==> src/rtl/demux4_rr_sched.sv <==
// demux4_rr_sched: round-robin burst scheduler feeding a single-entry buffer ahead of a 4-way demux
//   in_data/in_valid/in_ready : input stream (in_ready combinational, 0 during rst)
//   en                        : channel enable mask, bit k = channel k (A..D)
//   out_data/out_valid        : buffered word, one-hot destination channel
//   out_ready                 : per-channel sink ready
//   S1,S0                     : channel assigned to the next accepted input
//   busy                      : buffer occupied
module demux4_rr_sched #(
    parameter int W     = 8,
    parameter int BURST = 4
) (
    input  logic         clk,
    input  logic         rst,
    input  logic [W-1:0] in_data,
    input  logic         in_valid,
    output logic         in_ready,
    input  logic [3:0]   en,
    output logic [W-1:0] out_data,
    output logic [3:0]   out_valid,
    input  logic [3:0]   out_ready,
    output logic         S0,
    output logic         S1,
    output logic         busy
);
    logic [1:0]   sel, buf_ch, nxt_sel;
    logic [7:0]   beat;
    logic         full, aligned, accept, drain, last;
    logic [W-1:0] buf_data;

    assign aligned   = en[sel];
    assign drain     = full && out_ready[buf_ch];
    assign in_ready  = !rst && aligned && (!full || out_ready[buf_ch]);
    assign accept    = in_valid && in_ready;
    assign last      = beat == 8'(BURST - 1);
    assign out_valid = full ? (4'b0001 << buf_ch) : 4'b0000;
    assign out_data  = buf_data;
    assign busy      = full;
    assign S0        = sel[0];
    assign S1        = sel[1];

    // First enabled channel searching sel+1, sel+2, sel+3, sel; descending
    // loop lets the nearest candidate win. Holds sel when en is all zero.
    always_comb begin
        nxt_sel = sel;
        for (int i = 4; i >= 1; i--)
            if (en[sel + 2'(i)]) nxt_sel = sel + 2'(i);
    end

    always_ff @(posedge clk or posedge rst) begin
        if (rst) begin
            sel      <= '0;
            beat     <= '0;
            full     <= 1'b0;
            buf_ch   <= '0;
            buf_data <= '0;
        end else if (accept) begin
            buf_data <= in_data;
            buf_ch   <= sel;
            full     <= 1'b1;
            beat     <= last ? 8'd0 : beat + 8'd1;
            if (last) sel <= nxt_sel;
        end else begin
            if (drain) full <= 1'b0;
            // sel points at a masked channel: abandon the burst and move on
            if (en != 4'b0000 && !aligned) begin
                sel  <= nxt_sel;
                beat <= '0;
            end
        end
    end
endmodule

==> config.mk <==
export PLATFORM = sky130hd
export DESIGN_NAME = demux4_rr_sched
export DESIGN_NICKNAME = d
export VERILOG_FILES = /design/src/rtl/demux4_rr_sched.sv
export SDC_FILE = /design/constraint.sdc
export NUM_CORES = 1
export LEC_CHECK = 0
export ABC_AREA = 1
export BUFFER_PORTS_ARGS = -buffer_cell sky130_fd_sc_hd__buf_2
export CORE_AREA = 2 2 52 54
export CTS_CLUSTER_SIZE = 8
export DETAILED_ROUTE_END_ITERATION = 10
export DIE_AREA = 0 0 54 56
export PLACE_DENSITY = 0.81
export SYNTH_ARGS = -nofsm -noshare
export SYNTH_HDL_FRONTEND = slang
export SYNTH_SLANG_ARGS = --single-unit
==> constraint.sdc <==
create_clock -name clk -period 3.2 [get_ports clk]
set_input_delay 0.16 -clock clk [delete_from_list [all_inputs] [get_ports clk]]
set_output_delay 0.16 -clock clk [all_outputs]
set_load 0.05 [all_outputs]
Yosys cells after proc, flatten, opt, wreduce, memory -nomap -nowiden
Index checks and enable logic that the tools add are counted.
Word-level totals
  register bits after elaboration: 21
  input port bits: 19
Cells by class
  add/sub/neg operators: 4
  order comparisons: 5
  equal/unequal tests: 2
  shift operators: 1
  multiplexer cells: 22
  reduce and logical (&&, ||, !) cells: 13
Operators by type and width (number)
  two-way mux 8 bit: 3
  less-than comparator 2 x 3 -> 1 bit (second input constant): 5
  two-way mux 2 bit: 6
  binary-select mux 1 bit (select 2 bit): 5
  adder 8 x 1 -> 8 bit (second input constant): 1
  == test 8 x 2 -> 1 bit (second input constant): 1
  two-way mux 1 bit: 7
  logical AND 1 bit: 5
  adder 2 bit (second input constant): 2
  two-way mux 4 bit: 1
  nonzero test 2 bit: 2
  nonzero test 4 bit: 1
  left shift 1 x 2 -> 4 bit (first input constant): 1
  logical NOT 1 bit: 3
  adder 2 x 1 -> 2 bit (second input constant): 1
  inequality test 2 x 1 -> 1 bit (second input constant): 1
  AND reduction 2 bit: 1
  logical OR 1 bit: 1

Longest topological paths before layout
  depth in word-level cells: 8
  mapped depth: 12
  gate-level depth less buffers: 11

Worst setup path after synthesis
OpenSTA, ideal clock, no wires.
  kind: reg-to-output
  from: register full (netlist: busy)
  to: output port out_valid[1]
  arrival: 1922 ps
  data required time: 3040 ps
  path slack: 1118 ps
  cell stages (with the launch flop): 3
  path buffers: 0
  path through: dfrtp_1 > inv_1 > nor3_1
Between the ends
  word-level cells in the longest chain between the ends: 1
Ends and longest elaborated chain
  start: declaration: line 27  | logic full, aligned, accept, drain, last;
  start signal: assignment: line 53  | full <= 1'b0;
  start signal: assignment: line 59  | full <= 1'b1;
  start signal: assignment: line 63  | if (drain) full <= 1'b0;
  two-way mux 4 bit: line 35  | assign out_valid = full ? (4'b0001 << buf_ch) : 4'b0000;
  end: declaration: line 19  | output logic [3:0] out_valid,
No other way between the ends.

Final worst setup path
  from: register sel[0]
  to: output port in_ready
Between the ends
  word-level cells in the longest chain between the ends: 4
Ends and longest elaborated chain
  start: declaration: line 25  | logic [1:0] sel, buf_ch, nxt_sel;
  start signal: assignment: line 61  | if (last) sel <= nxt_sel;
  start signal: assignment: line 66  | sel <= nxt_sel;
  binary-select mux 1 bit (select 2 bit)
  two-way mux 1 bit (implied by the code): line 30  | assign aligned = en[sel];
  logical AND 1 bit (2 in a row): line 32  | assign in_ready = !rst && aligned && (!full || out_ready[buf_ch]);
  end: declaration: line 16  | output logic in_ready,
No other way between the ends. The select of a mux whose other input is x is not followed.

==> metrics.md <==
| Metric | Value |
|---|---|
| Status | `finished clean` |
| Vias per Instance | `around 5.1` |
| Crit. path cell count | `5` |
| Worst-path maximum fanout | `10` |
| Final Cell Area | `0.00150 mm²` |
| P&R area growth vs syn | `16.8%` |
| Final number of hold-violating endpoints | `0` |
| Worst Path Buf+Inv | `1` |
| Mapped Avg Cell Area | `approximately 7.8 µm²` |
| FILL cells | `228` |
| Share of the synthesized area in the top cell type | `around 41%` |
| Top post-synthesis cells by count | `60 x nand2_1, 21 x dfrtp_1, 15 x nand3_1` |
| Pwr/cell area | `roughly 960 mW/mm²` |
| Register area | `526 µm²` |
| Synth async-reset ratio | `100%` |
| Post-CTS setup buffer count | `0` |
| First-pass GRT wire length | `4580 µm` |
| Main synth FF type | `dfrtp_1` |
| Routed vias | `~1200` |
| Yosys warning count | `0` |
| Top delay family on crit path | `flip-flops` |
| RePlAce Congestion | `between 0.8 and 0.9` |
| Max clock buf depth | `2` |
| Total global routing track utilization | `roughly a fifth` |
| Largest cells by area after synthesis | `dfrtp_1 41%, nand2_1 18%, nand3_1 5.9%, o22ai_2 3.9%, nor2_1 3.8%` |
| Leakage | `around 0.80 nW` |
| Fin. max-slew vios | `0` |
| Vias in the first global route | `between 1000 and 1500` |
| Clock Skews | `2.58 ps` |
| Largest net degree at the start of global routing | `24` |
| Reg2Reg Setup Slack | `1430 ps` |
| Layout cells sized above 1 | `between 20 and 30%` |
| H-Tree Depth | `1` |
| PortBufs | `34` |
| Maximum vdd drop | `0.599 mV` |
| Die Y-Extent | `about 56 µm` |
| Cells after Synth | `between 150 and 200` |
| Launching element type of the critical path | `flop` |
| Worst setup endpoint | `in_ready` |
| Routed WL | `approximately 2700 µm` |
| Cell taking the most area after synthesis | `dfrtp_1` |
| Top-count cell post-synth | `nand2_1` |
| Reg2Reg Depth | `9` |
| Worst Hold Class | `in2reg` |
| Fin crit share | `approximately 58%` |
| Total grt overflow | `0` |
| WL/cell | `between 10 and 15 µm` |
| Reg-to-reg critical path endpoint | `sel[0]` |
| CP startpoint | `sel[0]` |
| First-pass DRT Iterations | `5` |
| Initial antenna violation count | `0` |
| Clock transition time at the flip-flop clock pins of the worst setup and hold paths | `about 130 ps` |
| #FFs+latches synth | `21` |
| Worst stage delay on the critical path | `570 ps` |
| Cell row count | `18` |
| Worst-Skew Late Latency | `about 300 ps` |
| Fmax | `roughly 540 MHz` |
| I/O pin count | `35` |
| Slew headroom | `between 70% and 80%` |
| Yosys cell types | `25` |
| Final non-filler cell total | `around 230` |
| Actual slew at the worst max-slew pin | `roughly 360 ps` |
| Initial Util | `a little over half` |
| DIE AREA | `around 0.0030 mm²` |
| RR Startpoint | `sel[0]` |
| Layout Nets | `approximately 220` |
| Placed cell area | `0.00146 mm²` |
| CTS Root Buffer Type | `clkbuf_4` |
| Sequential cell area fraction in the yosys report | `41.1%` |
| Placed Instances | `~230` |
| Core area | `0.00243 mm²` |
| Max cap viols | `0` |
| Required @ worst endpoint | `3040 ps` |
| Initial drt markers | `18` |
| Final setup fails | `0` |
| Hold path cells | `3` |
| Setup CP Type | `reg2out` |
| CP max-delay cell | `dfrtp_1` |
| Setup TNS | `0 ps` |
| Antenna Cells | `0` |
| CTS tree | `built` |
| Hpwl dp | `2130 µm` |
| Residual DRC | `0` |
| Post-synth EDFFs | `0` |
| DRT antenna net count | `0` |
| Die width | `54 µm` |
| Final Total Pwr | `~1.4 mW` |
| Hold Worst Slack | `38.2 ps` |
| Clock sinks | `21` |
| Multi-input gate area | `658 µm²` |
| Cell Area, Synth | `about 0.0013 mm²` |
| CTS buffer count | `3` |
| Crit end category | `output pin` |
| RSZ-0062 raised after global routing | `no` |
| Syn nets | `184` |
| Cells along the critical path | `nand2_1, nand3_2, nand3_1, nor2_2, buf_2` |
| Arrival @ worst endpoint | `between 1500 and 2000 ps` |
| Minimum clock period | `approximately 1900 ps` |
worst min-delay path, stage by stage:
cell and delay [ps]:
buf_2 70, nand2_1 40, nand2_1 50
repair_timing:
action	CTS	global route
setup endpoints to repair	0	0
hold endpoints to repair	21	0
resized for setup	0	0
hold buffers	1	0
stage by stage:
step | setup slack, ps | util (%)
CTS | 1330 | 61.5
finish | 1340 | 61.5
global route | 1210 | 61.5
floorplan | 1120 | -
detailed placement | 1450 | 59.9
global placement | 1530 | 59.9
placed cells by master (no fill, tap or decap), types with 2 or more instances in the layout:
master,netlist,layout
nand3_1,15,15
nor3_1,6,6
o21ai_1,6,6
buf_2,0,34
o21ai_0,2,2
xor2_1,5,5
dfrtp_1,21,21
inv_2,2,2
nand2_2,2,2
clkbuf_4,0,3
nor2_1,13,13
inv_1,12,12
nand2_1,60,60
o22ai_2,4,4
nand3_2,3,3
registers in the layout, indices dropped and copies added (netlist names):
name	flops
buf_ch	2
out_data	8
busy	1
sel	2
beat	8
logic make-up (layout without fill, tap and decap cells):
group                      Yosys count  in the layout  share of synthesized area [%]
AOI/OAI and AO/OA                   13             13                           7.72
buffers and inverters               18             55                           7.53
adders and majority gates            1              1                          0.977
and+or+nand+nor                    105            105                           38.6
DFF                                 21             21                           41.1
xor gates and xnor gates             6              6                           4.11
final cells by class:
class                      instances  area share [%]
sequential                        21            35.1
timing repair buffer              36            12.6
clock buffer                       3            1.51
multi-input combinational        125            44.0
clock inverter                     1           0.335
inverter                          15            3.93
tap                               30            2.51
routing by layer:
metal	wire length, µm	GRT usage [%]
met3	93	2.42
met4	0	4.29
met5	0	0
met2	1470	35.9
met1	1130	23.1
worst min path at each step:
| stage | start | endpoint | slack (ps) |
|---|---|---|---|
| after floorplan | rst | beat[0] | 150 |
| after global placement | rst | buf_ch[0] | 280 |
| after detailed placement | rst | buf_ch[1] | 280 |
| after CTS | in_data[6] | out_data[6] | 30 |
| after global routing | in_data[4] | out_data[4] | 30 |
| final | in_data[7] | out_data[7] | 40 |
power breakdown:
part	internal (mW)	switching [mW]
registers	0.350	0.0889
logic	0.231	0.636
clock network	0.0466	0.0861
total	0.628	0.811
No activity file was read; power rests on OpenSTA's default activity.
